`src/rtl/status_uart_tx.sv`:
```
`default_nettype none
// ============================================================================
//  Module   : status_uart_tx
//  Purpose  : Serializes 24-bit status words as 4-byte 8N1 UART frames
//             (HEADER, data[23:16], data[15:8], data[7:0], LSB first).
//             A single pending register holds the newest unsent word; a
//             newer write overwrites it and pulses overrun.
//  Ports    : clk      - system clock, rising edge
//             rst      - asynchronous active-high reset
//             in_data  - status word, sampled when in_wr=1
//             in_wr    - write strobe, every high cycle is a write
//             tx       - UART line, idle high, flop-driven
//             busy     - frame in progress or word pending
//             overrun  - one-cycle pulse when a pending word is overwritten
//  Revision : 1.0 - initial release
// ============================================================================
module status_uart_tx #(
  parameter int         CLK_DIV = 434,
  parameter logic [7:0] HEADER  = 8'hA5
) (
  input  logic        clk,
  input  logic        rst,
  input  logic [23:0] in_data,
  input  logic        in_wr,
  output logic        tx,
  output logic        busy,
  output logic        overrun
);

  localparam int               CNT_W    = (CLK_DIV > 1) ? $clog2(CLK_DIV) : 1;
  localparam logic [CNT_W-1:0] CNT_LAST = CNT_W'(CLK_DIV - 1);

  typedef enum logic [1:0] {
    IDLE  = 2'd0,
    START = 2'd1,
    DATA  = 2'd2,
    STOP  = 2'd3
  } state_t;

  state_t           state_q, state_d;
  logic [CNT_W-1:0] cnt_q, cnt_d;
  logic [2:0]       bit_idx_q, bit_idx_d;
  logic [1:0]       byte_idx_q, byte_idx_d;
  logic [31:0]      shreg_q, shreg_d;
  logic [23:0]      pend_q, pend_d;
  logic             pend_v_q, pend_v_d;
  logic             tx_q, tx_d;
  logic             busy_q, busy_d;
  logic             overrun_q, overrun_d;
  logic             consume;
  logic             cnt_wrap;

  always_ff @(posedge clk or posedge rst) begin
    if (rst) begin
      state_q    <= IDLE;
      cnt_q      <= '0;
      bit_idx_q  <= '0;
      byte_idx_q <= '0;
      shreg_q    <= '0;
      pend_q     <= '0;
      pend_v_q   <= 1'b0;
      tx_q       <= 1'b1;
      busy_q     <= 1'b0;
      overrun_q  <= 1'b0;
    end else begin
      state_q    <= state_d;
      cnt_q      <= cnt_d;
      bit_idx_q  <= bit_idx_d;
      byte_idx_q <= byte_idx_d;
      shreg_q    <= shreg_d;
      pend_q     <= pend_d;
      pend_v_q   <= pend_v_d;
      tx_q       <= tx_d;
      busy_q     <= busy_d;
      overrun_q  <= overrun_d;
    end
  end

  always_comb begin
    state_d    = state_q;
    cnt_d      = cnt_q;
    bit_idx_d  = bit_idx_q;
    byte_idx_d = byte_idx_q;
    shreg_d    = shreg_q;
    pend_d     = pend_q;
    pend_v_d   = pend_v_q;
    overrun_d  = 1'b0;
    tx_d       = 1'b1;
    consume    = (state_q == IDLE) && pend_v_q;
    cnt_wrap   = (cnt_q == CNT_LAST);

    case (state_q)
      IDLE: begin
        if (pend_v_q) begin
          // Bytes are stored low-end first so the whole frame shifts out
          // LSB-first from bit 0: HEADER, then data[23:16], [15:8], [7:0].
          shreg_d    = {pend_q[7:0], pend_q[15:8], pend_q[23:16], HEADER};
          byte_idx_d = 2'd0;
          bit_idx_d  = 3'd0;
          cnt_d      = '0;
          state_d    = START;
        end
      end
      START: begin
        if (cnt_wrap) begin
          cnt_d     = '0;
          bit_idx_d = 3'd0;
          state_d   = DATA;
        end else begin
          cnt_d = cnt_q + 1'b1;
        end
      end
      DATA: begin
        if (cnt_wrap) begin
          cnt_d   = '0;
          shreg_d = shreg_q >> 1;
          if (bit_idx_q == 3'd7) begin
            state_d = STOP;
          end else begin
            bit_idx_d = bit_idx_q + 3'd1;
          end
        end else begin
          cnt_d = cnt_q + 1'b1;
        end
      end
      STOP: begin
        if (cnt_wrap) begin
          cnt_d = '0;
          if (byte_idx_q != 2'd3) begin
            byte_idx_d = byte_idx_q + 2'd1;
            state_d    = START;
          end else begin
            state_d = IDLE;
          end
        end else begin
          cnt_d = cnt_q + 1'b1;
        end
      end
      default: begin
        state_d = IDLE;
      end
    endcase

    // A write in the consume cycle wins: the frame takes the old word and
    // the new one stays pending without counting as an overrun.
    if (consume) begin
      pend_v_d = 1'b0;
    end
    if (in_wr) begin
      pend_d    = in_data;
      pend_v_d  = 1'b1;
      overrun_d = pend_v_q && !consume;
    end

    // Outputs are computed from next-state values so the flops present
    // the line level and busy flag of the state being entered.
    case (state_d)
      START:   tx_d = 1'b0;
      DATA:    tx_d = shreg_d[0];
      default: tx_d = 1'b1;
    endcase
    busy_d = (state_d != IDLE) || pend_v_d;
  end

  assign tx      = tx_q;
  assign busy    = busy_q;
  assign overrun = overrun_q;

endmodule
`default_nettype wire

```
`config.mk`:
```
export PLATFORM = sky130hd
export DESIGN_NAME = status_uart_tx
export DESIGN_NICKNAME = d
export VERILOG_FILES = /design/src/rtl/status_uart_tx.sv
export SDC_FILE = /design/constraint.sdc
export NUM_CORES = 1
export LEC_CHECK = 0
export CELL_PAD_IN_SITES_DETAIL_PLACEMENT = 2
export CELL_PAD_IN_SITES_GLOBAL_PLACEMENT = 2
export CORE_MARGIN = 8
export CORE_UTILIZATION = 41
export CTS_CLUSTER_SIZE = 10
export DETAILED_ROUTE_END_ITERATION = 10
export PLACE_DENSITY = 0.94
export SLEW_MARGIN = 20
export SYNTH_ARGS = -nofsm -noshare
export SYNTH_HDL_FRONTEND = slang
export SYNTH_SLANG_ARGS = --single-unit
```
`constraint.sdc`:
```
create_clock -name clk -period 6.07 [get_ports clk]
set_input_delay 0.607 -clock clk [delete_from_list [all_inputs] [get_ports clk]]
set_output_delay 0.607 -clock clk [all_outputs]
set_load 0.005 [all_outputs]
```
* After elaboration in Yosys (flattened, before gate mapping) *
Cells that the tools add are included.

operators by class
  add/sub/neg operators = 3
  $mul = 0
  divide/modulo/power cells = 0
  $lt $le $gt $ge = 0
  eq/ne operators = 14
  shift-type cells = 0
  muxes and demuxes = 26
  bitwise operators = 0
  reduce and logical (&&, ||, !) cells = 13

operators with widths
  cell                                                                    number
  32-bit two-way mux                                                      2
  32-bit case mux with 2 select lines                                     1
  9-bit two-way mux                                                       2
  9-bit case mux with 2 select lines                                      1
  2-bit two-way mux                                                       8
  2-bit != test (second input constant)                                   7
  3-bit two-way mux                                                       4
  9-bit by 1-bit adder with 9-bit output (second input constant)          1
  9-bit equality test (second input constant)                             1
  3-bit case mux with 3 select lines                                      1
  2-bit case mux with 4 select lines                                      1
  2-bit equality test (second input constant)                             3
  2-bit nonzero test                                                      3
  5-bit AND reduction                                                     1
  2-bit by 1-bit equality test with 1-bit output (second input constant)  2
  1-bit two-way mux                                                       4
  2-bit case mux with 2 select lines                                      1
  4-bit AND reduction                                                     1
  3-bit by 1-bit adder with 3-bit output (second input constant)          1
  3-bit equality test (second input constant)                             1
  3-bit AND reduction                                                     1
  3-bit nonzero test                                                      1
  3-bit OR reduction                                                      1
  2-bit by 1-bit adder with 2-bit output (second input constant)          1
  5 further kinds                                                         6

word-level totals
  flip-flop bits (word level) = 76
  bits in latches = 0
  bits in writable memories = 0
  memory bits (read-only) = 0
  output and inout port bits = 3
  word-level logic and storage cells = 67
  memories = 0

* Logic depth before layout (Yosys ltp) *
Gate-level depths: netlist (run 1).

  depth in word-level cells = 6
  mapped depth = 8
  gate-level depth less buffers = 6

* Worst setup path after synthesis (run 1) *
Ideal clock, no wire load.

  kind = input-to-reg
  from = input in_wr
  to = register pend_q[10]
  library setup time = 0.125 ns
  arrival time = 1.617 ns
  path slack = 4.328 ns
  stages = 3
  path through = clkbuf_1 buf_1 mux2_2

RTL lines
  element                 line  RTL
  start: declaration      24    input logic in_wr,
  end signal: assignment  71    pend_q <= pend_d;
  end: declaration        45    logic [23:0] pend_q, pend_d;

No word-level cell between the ends.

* Final worst setup path (run 1) *
  from = register state_q[0]
  to = register byte_idx_q[1]

on the way
  cells in the longest elaborated chain, start to end = 3

RTL lines
  element                                                                      line  RTL
  start: declaration                                                           40    state_t state_q, state_d;
  start signal: assignment                                                     66    state_q <= state_d;
  2-bit equality test / 2-bit zero test (equally long branches)                92    case (state_q)
  2-bit != test (no source line) / 2-bit nonzero test (equally long branches)  n/a
  4-bit AND reduction (no source line)                                         n/a
  end signal: assignment                                                       69    byte_idx_q <= byte_idx_d;
  end: declaration                                                             43    logic [1:0] byte_idx_q, byte_idx_d;

Parallel ways exist; a longest one is shown, timed or not.
A chain may end at the register's enable or synchronous reset.

==> results.yml, run 1 <==
run_status:
  status: "completed"
setup_path:
  cp-endpoint: "byte_idx_q[1]"
  cp-start-kind: "flop"
  slowest_delay_ns: 0.88
  crit-reg2reg-capture: "byte_idx_q[1]"
  rrSetupSlack_ns: 3.70
  slowest_stage: "and2_1"
  cp_num_buf_inv: 0
  critical_path_class: "reg -> reg"
  crit_required_ns: 6.30
  critPathTopFamily: "simple AND/OR/NAND/NOR gates"
  end_kind: "flop"
  cp_num_cells: 4
  path_cells: "nor2_1 > and2_1 > o22ai_1 > a32o_1"
  r2r_cells: 4
  arrival_ns: 2.59
  cp_max_fo: 25
  timing.critical_path.from: "state_q[0]"
  r2r-start: "state_q[0]"
floorplanning:
  fp.dieH_um: 106.1
  fp.dieArea_mm2: 0.01125
  initial_utilization: 0.4131
  row_count: 33
  pin_count: 30
  die_w_um: 106.1
  core_mm2: 0.008051
finish:
  flow.area_growth_from_synthesis_pct: 16.78
  final_common_cell: "dfrtp_1"
  layout-drive-gt1-share: 0.1576
  nets: 358
  layout_common_cells: "dfrtp_1 (75), nand2_1 (71), clkdlybuf4s50_1 (29)"
  fill_cells: 812
  n_antenna_cell: 0
  stdcell_area_mm2: 0.003884
synth:
  syn_area_mm2: 0.003326
  synth_cells: 299
  yosysSeqAreaShare: 0.5722
  yosysTopAreaCell: "dfrtp_1"
  syn_nets: 331
  yosysWarnings: 0
  synth_area_leaders: "dfrtp_1 (56%), mux2_2 (8.1%), nand2_1 (8.0%)"
  yosys.area.top_type_share: 0.5643
  synthArstFlopShare: 1.000
  synth_flop_cell: "dfrtp_1"
  ys_types: 44
  synth_edf_count: 0
  avgSynthCellArea_um2: 11.12
  synth_seq_cells: 76
placement:
  gp_congestion: 0.7592
  post_dp_cell_area_mm2: 0.003694
  post-place-ws_ns: 3.754
  portBuffers: 29
  hpwl_mm: 5.651
timing:
  final.min_clock_period_ns: 2.368
  hold_viol: 0
  worstMarginPinSlew_ns: 1.046
  setup_ws_ns: 3.702
  fin_crit_sh: 0.3901
  setup_viol: 0
  slew_viol_final: 0
  setup_tns_ns: 0
  worst_clock_skew_ns: 0.01152
  max_clock_freq_mhz: 422.3
  holdWs_ns: 0.4876
  max_slew_margin: 0.3026
  rsz0062_at_grt: "no"
global_route:
  grt-ovfl-total: 0
  track_usage: 0.1634
  antenna_found_initial: 0
  grt_max_degree: 77
  grt_pass1_wl_mm: 14.70
  grt_pass1_vias: 2763
cts:
  cts_tree: "yes"
  cts_root_buf: "clkbuf_8"
  cts_setup_buffers: 0
  postCtsHoldBufs: 0
  clockBufferDepth: 2
  clkSinkCount: 76
  cts-resized-gates: 0
  clkSlewWorstSetupHoldPaths_ns: 0.08
  clock_latency_ns: 0.34
  ctsHtreeMaxLevel: 3
  cts_made_buffers: 9
power_and_ir_drop:
  p_leak_nw: 1.705
  pwr-share-seq: 0.550
  p_sw_frac: 0.2764
  pwr-share-clk: 0.335
  p_comb_frac: 0.115
  power_density_mw_per_mm2: 296.0
  vdd_drop_max_v: 0.0001719
  switchingPower_uw: 317.7
  internal_power_uw: 832.0
routing:
  dr.pass1.iters: 4
  routedWlPerCell_um: 19.83
  drtAntennaViolNets: 0
  wl_mm: 8.627
  vias_per_cell: 5.501
  vias: 2393
  drc: 0
  drt_iter0_markers: 70
run:
  max_cap_violations: 0
worst_hold_path:
  min_path_cells: 1
  hold_path.class: "reg -> reg"
[power groups by stage]
stage               clock (mW)  sequential (mW)  combinational [mW]
finish                   0.385            0.632               0.132
global route             0.411            0.639               0.150
CTS                      0.394            0.631               0.135
detailed placement           0            0.639               0.132
global placement             0            0.632               0.119
floorplan                    0            0.613               0.103
[cell usage after synthesis, types with 2 or more instances]
master / count
or3_1: 2
buf_4: 3
nor2_1: 7
nor2b_1: 2
and4_1: 2
a41oi_1: 2
a21oi_1: 5
ha_1: 5
a22oi_1: 23
inv_1: 6
and3_1: 3
mux2_2: 24
clkbuf_1: 10
dfrtp_1: 75
nand3_1: 4
a311oi_1: 2
nand2b_1: 2
a31oi_1: 6
buf_1: 2
o21ai_0: 11
a21o_1: 2
o22ai_1: 2
nand2_1: 71
mux2i_1: 8
[cells by family (layout without fill, tap and decap cells)]
logic type                 Yosys count  in the layout  synth area share
buffers and inverters               23             54           0.03198
DFF                                 76             76            0.5722
xor gates and xnor gates             1              1          0.002634
adders and majority gates            5              5           0.01881
and+or+nand+nor                    101            101            0.1400
AOI/OAI and AO/OA                   61             61            0.1290
muxes                               32             32            0.1053
[final cells by class]
type | instances | area [µm²] | area share
Sequential cell | 76 | 1903 | 0.4900
Tap cell | 105 | 131.4 | 0.03383
Timing Repair Buffer | 33 | 320.3 | 0.08247
Multi-Input combinational cell | 200 | 1316 | 0.3389
Clock inverter | 5 | 52.55 | 0.01353
Clock buffer | 10 | 137.6 | 0.03544
Inverter | 6 | 22.52 | 0.005799
[per-stage QoR]
step	std cells	total power [mW]	util
2_1_floorplan	299	0.7159	-
3_3_place_gp	420	0.7508	0.4587
3_5_place_dp	420	0.7716	0.4587
4_1_cts	435	1.160	0.4824
5_1_grt	435	1.200	0.4824
6_report	435	1.150	0.4824
[sequential cells by signal, indices dropped and copies added, names as in the netlist]
signal,flops
pend_v_q,1
state_q,2
busy,1
byte_idx_q,2
shreg_q,32
pend_q,24
overrun,1
bit_idx_q,3
tx,1
cnt_q,9
[worst min-delay path by stage]
stage / from / end / slack (ns)
detailed placement: shreg_q[22] / shreg_q[22] / 0.47
global placement: shreg_q[9] / shreg_q[9] / 0.46
finish: bit_idx_q[0] / bit_idx_q[0] / 0.49
CTS: bit_idx_q[0] / bit_idx_q[0] / 0.49
global route: shreg_q[30] / shreg_q[30] / 0.52
floorplan: shreg_q[8] / shreg_q[8] / 0.45
[routing by layer]
| layer | GRT usage | wire length, µm | vias to the layer above |
|---|---|---|---|
| li1 | - | - | 1105 |
| met1 | 0.1946 | 3733 | 1247 |
| met2 | 0.2931 | 4611 | 33 |
| met3 | 0.02722 | 202 | 8 |
| met4 | 0.05126 | 80 | 0 |
| met5 | 0 | 0 | - |
No activity file was read; power rests on OpenSTA's default activity.
==> run 2: changes to the inputs <==
- CORE_UTILIZATION: 41 -> 38
- PLACE_DENSITY: 0.94 -> 0.89
- clock period: 6.07 -> 2.3 ns (I/O delays scaled with it)
==> run 2 against run 1 <==
Effect of this change:
- non-clock buffer count is 8 higher
- clock power rose to 2.8 times the previous value
- global-route usage is 0.77 points higher
- setup slack lost 3.4 ns
- utilization shrank 1.9 points
- wire length increased by 8.6%
- sequential share of layout area down 1.2 points
- clock-buffer cell count is 1 higher
- sequential power rose to 2.6 times the previous value
- final area increased by 2.6%
- largest power group unchanged
==> results.yml, run 2 (synthesized netlist as in run 1, its figures left out) <==
global_route:
  grt_max_degree: 31
  grt-ovfl-total: 0
  grt_pass1_vias: 2944
  grt_pass1_wl_mm: 15.63
  track_usage: 0.1711
  antenna_found_initial: 0
setup_path:
  timing.critical_path.from: "cnt_q[6]"
  r2r-start: "cnt_q[6]"
  arrival_ns: 2.23
  cp-start-kind: "flop"
  r2r_cells: 5
  end_kind: "flop"
  cp_max_fo: 10
  crit_required_ns: 2.55
  critical_path_class: "reg -> reg"
finish:
  layout-drive-gt1-share: 0.1770
  nets: 366
  n_antenna_cell: 0
  reg_top3: "shreg_q x32, pend_q x24, cnt_q x9"
  flow.area_growth_from_synthesis_pct: 19.83
  fill_cells: 886
  layout_common_cells: "dfrtp_1 (75), nand2_1 (71), clkdlybuf4s50_1 (29)"
  final_common_cell: "dfrtp_1"
  regMostFlops: "shreg_q"
  largest_reg_flops: 32
cts:
  ctsHtreeMaxLevel: 3
  cts_setup_buffers: 0
  clkSlewWorstSetupHoldPaths_ns: 0.09
  clockBufferDepth: 2
  clkSinkCount: 76
  cts-resized-gates: 0
  clock_latency_ns: 0.36
  cts_tree: "yes"
  cts_root_buf: "clkbuf_8"
  cts_made_buffers: 9
  postCtsHoldBufs: 0
power_and_ir_drop:
  power_density_mw_per_mm2: 777.2
  power.total_mw: 3.097
  vdd_drop_max_v: 0.0003264
  p_leak_nw: 1.747
timing:
  setup_viol: 0
  worst_clock_skew_ns: 0.01283
  rsz0062_at_grt: "no"
  setup_tns_ns: 0
  fin_crit_sh: 0.8628
  slew_viol_final: 0
  final.min_clock_period_ns: 1.985
  hold_viol: 0
  holdWs_ns: 0.2272
  max_clock_freq_mhz: 503.9
  max_slew_margin: 0.6619
  worstMarginPinSlew_ns: 0.5064
routing:
  drtAntennaViolNets: 0
  dr.pass1.iters: 4
  vias_per_cell: 5.492
  routedWlPerCell_um: 20.97
  vias: 2455
  drt_iter0_markers: 80
  wl_mm: 9.373
  drc: 0
placement:
  gp_congestion: 0.7462
  portBuffers: 29
  hpwl_mm: 6.167
floorplanning:
  core_mm2: 0.008593
  pin_count: 30
  fp.dieArea_mm2: 0.01200
  initial_utilization: 0.3870
  fp.dieH_um: 109.6
  die_w_um: 109.6
  row_count: 34
run_status:
  status: "completed"
run:
  max_cap_violations: 0
worst_hold_path:
  hold_path.class: "in -> async"
## run 2: report_power, final
group | switching [mW] | internal, mW | leakage, nW | total (mW)
clock | 0.542 | 0.534 | 0.0918 | 1.08
sequential | 0.171 | 1.49 | 0.933 | 1.66
combinational | 0.170 | 0.188 | 0.722 | 0.358
## run 2: area by class of cell
cell class | instances | area, µm² | share of cell area
inverter | 6 | 22.52 | 0.005651
sequential | 76 | 1903 | 0.4776
timing repair buffer | 41 | 405.4 | 0.1017
clock inverter | 5 | 61.31 | 0.01538
tap | 108 | 135.1 | 0.03391
multi-input combinational | 200 | 1316 | 0.3303
clock buffer | 11 | 141.4 | 0.03548
## run 2: per-stage QoR
stage / setup slack (ns) / cells / util / instance area [µm²]
after floorplan: 0.1333 / 299 / - / 3326
after global placement: 0.4703 / 431 / 0.4402 / 3782
after detailed placement: 0.3355 / 431 / 0.4402 / 3782
after CTS: 0.2540 / 447 / 0.4637 / 3985
after global routing: 0.1287 / 447 / 0.4637 / 3985
final: 0.3155 / 447 / 0.4637 / 3985
## run 2: path summary, 6_finish.rpt
path                                     to  slack [ns]
worst max-delay path             shreg_q[4]        0.32
worst min-delay path                   busy        0.23
min in group clk                  pend_q[6]        0.47
worst max register to register   shreg_q[4]        0.32
worst min register to register  shreg_q[11]        0.49
max in group asynchronous        pend_q[10]        1.54
## run 2: critical path, cell delays in order (launching register included)
cell     delay (ns)
dfrtp_1        0.47
nor4b_2        0.46
and3_1         0.48
buf_4          0.26
nand2_1        0.07
o21ai_0        0.13
## run 2: layer usage
metal  wire [µm]  track usage  vias to the layer above
li1            -            -                     1124
met1        3886       0.1937                     1278
met2        5052       0.3118                       37
met3         235      0.03048                       16
met4         199      0.06654                        0
met5           0            0                        -
